File: config.mk
export PLATFORM = sky130hd
export DESIGN_NAME = video_pixel_shifter
export DESIGN_NICKNAME = d
export VERILOG_FILES = /design/src/rtl/video_pkg.sv /design/src/rtl/video_shift_reg.sv /design/src/rtl/video_pixel_shifter.sv
export SDC_FILE = /design/constraint.sdc
export NUM_CORES = 1
export LEC_CHECK = 0
export BUFFER_PORTS_ARGS = -buffer_cell sky130_fd_sc_hd__buf_2
export CAP_MARGIN = 20
export CORE_MARGIN = 2
export CORE_UTILIZATION = 49
export DETAILED_ROUTE_END_ITERATION = 10
export PLACE_DENSITY = 0.76
export SLEW_MARGIN = 10
export SYNTH_ARGS = -nofsm -noshare
export SYNTH_HDL_FRONTEND = slang
export SYNTH_SLANG_ARGS = --single-unit
File: constraint.sdc
create_clock -name setup_clk_i -period 1.9 [get_ports setup_clk_i]
set_input_delay 0.38 -clock setup_clk_i [delete_from_list [all_inputs] [get_ports setup_clk_i]]
set_output_delay 0.38 -clock setup_clk_i [all_outputs]
set_load 0.03 [all_outputs]
File: src/rtl/video_pkg.sv
// Shared types and defaults for the character-mode pixel shifter.
package video_pkg;

  typedef enum logic [1:0] {
    StIdle,
    StVram,
    StRom,
    StDone
  } fetch_state_t;

  localparam logic [6:0] VramBaseDefault    = 7'h20;
  localparam logic [5:0] CharRomBaseDefault = 6'h3C;

  // Pixels for one character: raster rows 8..31 are blank, code[7] reverses the cell.
  function automatic logic [7:0] char_pixels(input logic       de,
                                             input logic [4:0] ra,
                                             input logic [7:0] code,
                                             input logic [7:0] pattern);
    logic [7:0] base;
    base = (de && (ra[4:3] == 2'b00)) ? pattern : 8'h00;
    return de ? (base ^ {8{code[7]}}) : 8'h00;
  endfunction

endpackage

File: src/rtl/video_shift_reg.sv
// Parallel-load, MSB-first pixel serialiser with zero fill.
module video_shift_reg #(
  parameter int unsigned PIXELS = 8
) (
  input  logic              clk_i,
  input  logic              rst_i,
  input  logic              load_i,
  input  logic [PIXELS-1:0] load_data_i,
  input  logic              shift_i,
  output logic              pixel_o
);

  logic [PIXELS-1:0] sr_q;
  logic              pixel_q;

  // Load has priority; a coincident shift strobe emits the new MSB straight away so the
  // character still produces exactly PIXELS pixels.
  always_ff @(posedge clk_i or posedge rst_i) begin
    if (rst_i) begin
      sr_q    <= '0;
      pixel_q <= 1'b0;
    end else if (load_i) begin
      if (shift_i) begin
        pixel_q <= load_data_i[PIXELS-1];
        sr_q    <= {load_data_i[PIXELS-2:0], 1'b0};
      end else begin
        sr_q    <= load_data_i;
      end
    end else if (shift_i) begin
      pixel_q <= sr_q[PIXELS-1];
      sr_q    <= {sr_q[PIXELS-2:0], 1'b0};
    end
  end

  assign pixel_o = pixel_q;

endmodule

File: src/rtl/video_pixel_shifter.sv
// Character fetch (VRAM code, then char ROM row) and pixel serialisation behind the CRTC.
module video_pixel_shifter
  import video_pkg::*;
#(
  parameter logic [6:0]  VRAM_BASE    = VramBaseDefault,
  parameter logic [5:0]  CHARROM_BASE = CharRomBaseDefault,
  parameter int unsigned PIXELS       = 8
) (
  input  logic        setup_clk_i,
  input  logic        reset_i,
  input  logic        cclk_en_i,
  input  logic        pix_en_i,
  input  logic        de_i,
  input  logic [13:0] ma_i,
  input  logic [4:0]  ra_i,
  input  logic        h_sync_i,
  input  logic        v_sync_i,
  input  logic        graphic_i,
  output logic        rd_req_o,
  output logic [16:0] rd_addr_o,
  input  logic        rd_ack_i,
  input  logic [7:0]  rd_data_i,
  output logic        video_o,
  output logic        h_sync_o,
  output logic        v_sync_o,
  output logic        underrun_o
);

  fetch_state_t state_q, state_d;

  // Stage 0: the character currently being fetched.
  logic [9:0]  ma_q;
  logic [4:0]  ra_q;
  logic        de_q;
  logic        hs0_q, vs0_q;
  // Stage 1: syncs aligned with the pixels being shifted out.
  logic        h_sync_q, v_sync_q;

  logic        pending_q, pending_d;
  logic        stale_q, stale_d;
  logic [7:0]  code_q, code_d;
  logic [7:0]  pattern_q, pattern_d;
  logic        req_q, req_d;
  logic [16:0] addr_q, addr_d;
  logic        underrun_q, underrun_d;

  logic        fetch_busy;
  logic [7:0]  load_byte;
  logic [PIXELS-1:0] load_pixels;

  // Only the low 10 bits of ma address the VRAM window.
  logic unused_ma;
  assign unused_ma = ^ma_i[13:10];

  // Capture the CRTC outputs and advance the sync pipeline once per character.
  always_ff @(posedge setup_clk_i or posedge reset_i) begin
    if (reset_i) begin
      ma_q     <= '0;
      ra_q     <= '0;
      de_q     <= 1'b0;
      hs0_q    <= 1'b0;
      vs0_q    <= 1'b0;
      h_sync_q <= 1'b0;
      v_sync_q <= 1'b0;
    end else if (cclk_en_i) begin
      ma_q     <= ma_i[9:0];
      ra_q     <= ra_i;
      de_q     <= de_i;
      hs0_q    <= h_sync_i;
      vs0_q    <= v_sync_i;
      h_sync_q <= hs0_q;
      v_sync_q <= vs0_q;
    end
  end

  assign fetch_busy = (state_q == StVram) || (state_q == StRom);

  // Fetch FSM next state; request/address only move on entry to a state or on ack.
  always_comb begin
    state_d    = state_q;
    pending_d  = pending_q;
    stale_d    = stale_q;
    code_d     = code_q;
    pattern_d  = pattern_q;
    req_d      = req_q;
    addr_d     = addr_q;
    underrun_d = 1'b0;

    // Character boundary arrived before the fetch finished: its result must not be shown.
    if (cclk_en_i && fetch_busy) begin
      underrun_d = 1'b1;
      stale_d    = 1'b1;
    end

    unique case (state_q)
      StIdle: begin
        if (pending_q) begin
          pending_d = 1'b0;
          req_d     = 1'b1;
          addr_d    = {VRAM_BASE, ma_q};
          state_d   = StVram;
        end
      end
      StVram: begin
        if (rd_ack_i) begin
          code_d  = rd_data_i;
          addr_d  = {CHARROM_BASE, graphic_i, rd_data_i[6:0], ra_q[2:0]};
          state_d = StRom;
        end
      end
      StRom: begin
        if (rd_ack_i) begin
          req_d = 1'b0;
          if (stale_q || cclk_en_i) begin
            state_d = StIdle;
            stale_d = 1'b0;
          end else begin
            pattern_d = rd_data_i;
            state_d   = StDone;
          end
        end
      end
      StDone: begin
        if (cclk_en_i) begin
          state_d = StIdle;
        end
      end
    endcase

    if (cclk_en_i) begin
      pending_d = 1'b1;
    end
  end

  // Fetch FSM and memory-interface registers.
  always_ff @(posedge setup_clk_i or posedge reset_i) begin
    if (reset_i) begin
      state_q    <= StIdle;
      pending_q  <= 1'b0;
      stale_q    <= 1'b0;
      code_q     <= '0;
      pattern_q  <= '0;
      req_q      <= 1'b0;
      addr_q     <= '0;
      underrun_q <= 1'b0;
    end else begin
      state_q    <= state_d;
      pending_q  <= pending_d;
      stale_q    <= stale_d;
      code_q     <= code_d;
      pattern_q  <= pattern_d;
      req_q      <= req_d;
      addr_q     <= addr_d;
      underrun_q <= underrun_d;
    end
  end

  // Only a completed fetch is displayed; anything else blanks the character.
  always_comb begin
    load_byte = 8'h00;
    if (state_q == StDone) begin
      load_byte = char_pixels(de_q, ra_q, code_q, pattern_q);
    end
  end

  assign load_pixels = PIXELS'(load_byte);

  video_shift_reg #(
    .PIXELS (PIXELS)
  ) u_shift_reg (
    .clk_i       (setup_clk_i),
    .rst_i       (reset_i),
    .load_i      (cclk_en_i),
    .load_data_i (load_pixels),
    .shift_i     (pix_en_i),
    .pixel_o     (video_o)
  );

  assign rd_req_o   = req_q;
  assign rd_addr_o  = addr_q;
  assign h_sync_o   = h_sync_q;
  assign v_sync_o   = v_sync_q;
  assign underrun_o = underrun_q;

endmodule
==> results by group <==
Outcome
  • Status: completed

Yosys
  • Yosys cell types: 36
  • Main area contributors after synthesis: dfrtp_1, mux2_2, mux2i_1
  • Synthesized flop and latch total: 57
  • Syn avg cell area: 11.90 µm²
  • Top cells by count, synth: dfrtp_1, mux2_2, mux2i_1
  • Sequential area share after synthesis: 53.05%
  • Yosys top cell area share: 53.05%
  • Ys Warns: 0
  • Yosys top cell by area: dfrtp_1
  • Mapped Area: 2689 µm²
  • Most common cell in the netlist: dfrtp_1
  • Asr flop ratio synth: 100.0%
  • Synth Instances: 226
  • Main synth FF type: dfrtp_1
  • Number of synthesized flops with an enable pin: 0

Worst setup path
  • RR Endpoint: state_q[1]
  • Crit path launch: state_q[0]
  • WS Path Type: reg -> reg
  • CP endpoint: state_q[1]
  • Worst reg2reg setup slack: 0.14 ns
  • Critical Path Stages: 6
  • R2r startpoint: state_q[0]
  • CP Data Required Time: 2.15 ns
  • Worst path slowest cell: dfrtp_1
  • R2R cell count: 6
  • Max FO, Critical Path: 5
  • Delay of the slowest critical-path stage: 0.42 ns
  • Critical Path AT: 2.01 ns
  • Worst setup SP type: register
  • Family with the most delay on the worst path: compound AO/OA/AOI/OAI gates
  • Crit-path cells: inv_1, ha_1, nor2b_2, a2111oi_4, a21oi_1, a31oi_1
  • Buf/Inv on CP: 1
  • CP Capture Type: register

Finish
  • Diode count: 0
  • Final Instance Count excl. Fillers: 354
  • Share of layout cells above drive strength 1: 38.73%
  • Nets: 320
  • Syn-to-layout area delta: 19.68%

STA
  • Final period utilization: 92.74%
  • Endpoints failing setup: 0
  • RSZ-0062 raised after global routing: false
  • Highest clock rate: 0.5675 GHz
  • Max Clock Skew: 0.007886 ns
  • Final Hold Fails: 0
  • Fin crit period: 1.762 ns
  • Fin. max-slew vios: 0
  • Setup TNS: 0 ns

Floorplan
  • Area of the core: 5205 µm²
  • Die footprint: 6096 µm²
  • Chip width: 78.08 µm
  • DIE HEIGHT: 78.08 µm
  • I/O pin cnt: 58
  • Site row count: 26
  • Initial Util: 51.66%

CTS
  • Hold_buf cts: 0
  • H-Tree Depth: 3
  • CTS tree: built
  • Root Buffer: clkbuf_8
  • Worst-Skew Late Latency: 0.33 ns
  • CTS max path bufs: 2
  • CTS sink count: 57
  • Num CTS Buffers: 9
  • Clock transition at path regs: 0.07 ns

Power
  • Power Dens Cells: 1508 nW/µm²
  • P_leak: 1.503 nW
  • Sequential Power Share: 37.9%
  • VDD IR max: 874.7 µV
  • Internal power: 3.029 mW
  • Switching pwr: 1.823 mW
  • Comb power frac: 38.4%
  • Clk pwr share: 23.7%
  • Sw Share: 37.58%

Routing
  • DRT Pass-1 Iters: 4
  • Drt drc: 0
  • WL/cell: 13.69 µm
  • Initial DRC Count: 175
  • Post-route ant nets: 0
  • Final wirelength: 4847 µm
  • Vias per cell: 5.088
  • Via count: 1801

GRT
  • All-Layer GR Usage: 17.51%
  • Largest net degree at the start of global routing: 58
  • Initial antenna violation count: 0
  • Grt total ovfl: 0
  • First-pass GRT wire length: 8190 µm
  • Vias in the first global route: 1737

Place
  • Dpl cells: 338
  • Hpwl dp: 3404 µm
  • PortBufs: 51
  • GPL Wtd Cong: 0.7509

Flow run
  • MaxCap Viol Count: 0

Worst hold path
  • Worst min path class: in -> async
## sequential cells by signal (all words and copies together), names as in the netlist
register and cells:
de_q 1, state_q 2, hs0_q 1, u_shift_reg.sr_q 8, stale_q 1, rd_req_o 1, ma_q 10, vs0_q 1
u_shift_reg.pixel_o 1, pending_q 1, underrun_o 1, pattern_q 8, h_sync_o 1, rd_addr_o 13, ra_q 5, v_sync_o 1
code_q 1
## cell families after synthesis
| kind of cell | after synthesis | share of synthesized area (%) |
|---|---|---|
| AOI/OAI and AO/OA | 36 | 8.982 |
| xor gates and xnor gates | 9 | 2.932 |
| adders and majority gates | 5 | 2.327 |
| buffers and inverters | 23 | 4.234 |
| DFF | 57 | 53.05 |
| muxes | 53 | 21.08 |
| other | 1 | 0.1395 |
| and+or+nand+nor | 42 | 7.260 |
## worst min-delay path by stage
stage / from / endpoint / slack, ns / depth (start not counted)
finish: reset_i / ra_q[0] / 0.09 / 3
global route: reset_i / rd_addr_o[8] / 0.11 / 3
CTS: reset_i / rd_addr_o[15] / 0.09 / 3
detailed placement: rd_addr_o[15] / rd_addr_o[15] / 0.45 / 1
global placement: reset_i / rd_addr_o[15] / 0.45 / 3
floorplan: u_shift_reg.sr_q[0] / u_shift_reg.sr_q[0] / 0.45 / 2
## worst min-delay path: stages
cell    delay [ns]
buf_2         0.10
inv_2         0.06
buf_12        0.27
## placed cells by master, fill, tap and decap left out, drive strengths merged, types with 2 or more instances in the layout
master	instances
o21a	3
ha	5
mux2i	24
nor2	13
nor2b	3
o21ai	14
clkinv	4
mux2	29
clkbuf	11
dfrtp	57
o22ai	7
inv	7
xnor2	8
nand2	18
a21oi	4
buf	57
nand3	3
conb	2
## per-layer routing
metal / GRT usage (%) / vias up / part of all wire, %
met5: 0 / - / 0
met4: 10.35 / 0 / 2.9
met3: 5.862 / 12 / 6.2
met2: 25.60 / 43 / 46
met1: 22.72 / 863 / 45
li1: - / 883 / -
## power by group through the flow
stage / logic [mW] / clock network [mW] / registers (mW)
detailed placement: 1.86 / 0 / 1.86
CTS: 1.87 / 1.17 / 1.84
finish: 1.86 / 1.15 / 1.84
global route: 2.05 / 1.23 / 1.90
floorplan: 1.21 / 0 / 2.07
global placement: 1.81 / 0 / 1.84
## what timing repair did
item | CTS | global route
setup endpoints to repair | 0 | 4
resized for setup | 0 | 1
setup buffers | 0 | 0
## stage by stage
stage               utilization [%]  hold WS [ns]  setup slack (ns)  area [µm²]  total power [mW]
finish                        61.83       0.08903            0.1380        3218             4.852
global placement              57.74        0.4466            0.1729        3005             3.654
global route                  61.83        0.1107           0.01933        3218             5.175
CTS                           61.68       0.09247            0.1165        3211             4.876
detailed placement            57.74        0.4506            0.1191        3005             3.716
floorplan                         -        0.4481            0.1204        2693             3.278
## final cells by class
type,count,area (µm²)
clock buffer,11,151.4
clock inverter,5,53.80
fill,430,1987
inverter,7,26.28
multi-input combinational,147,1160
sequential,57,1426
tap,70,87.58
timing repair buffer,57,312.8
No activity file was read; power rests on OpenSTA's default activity.
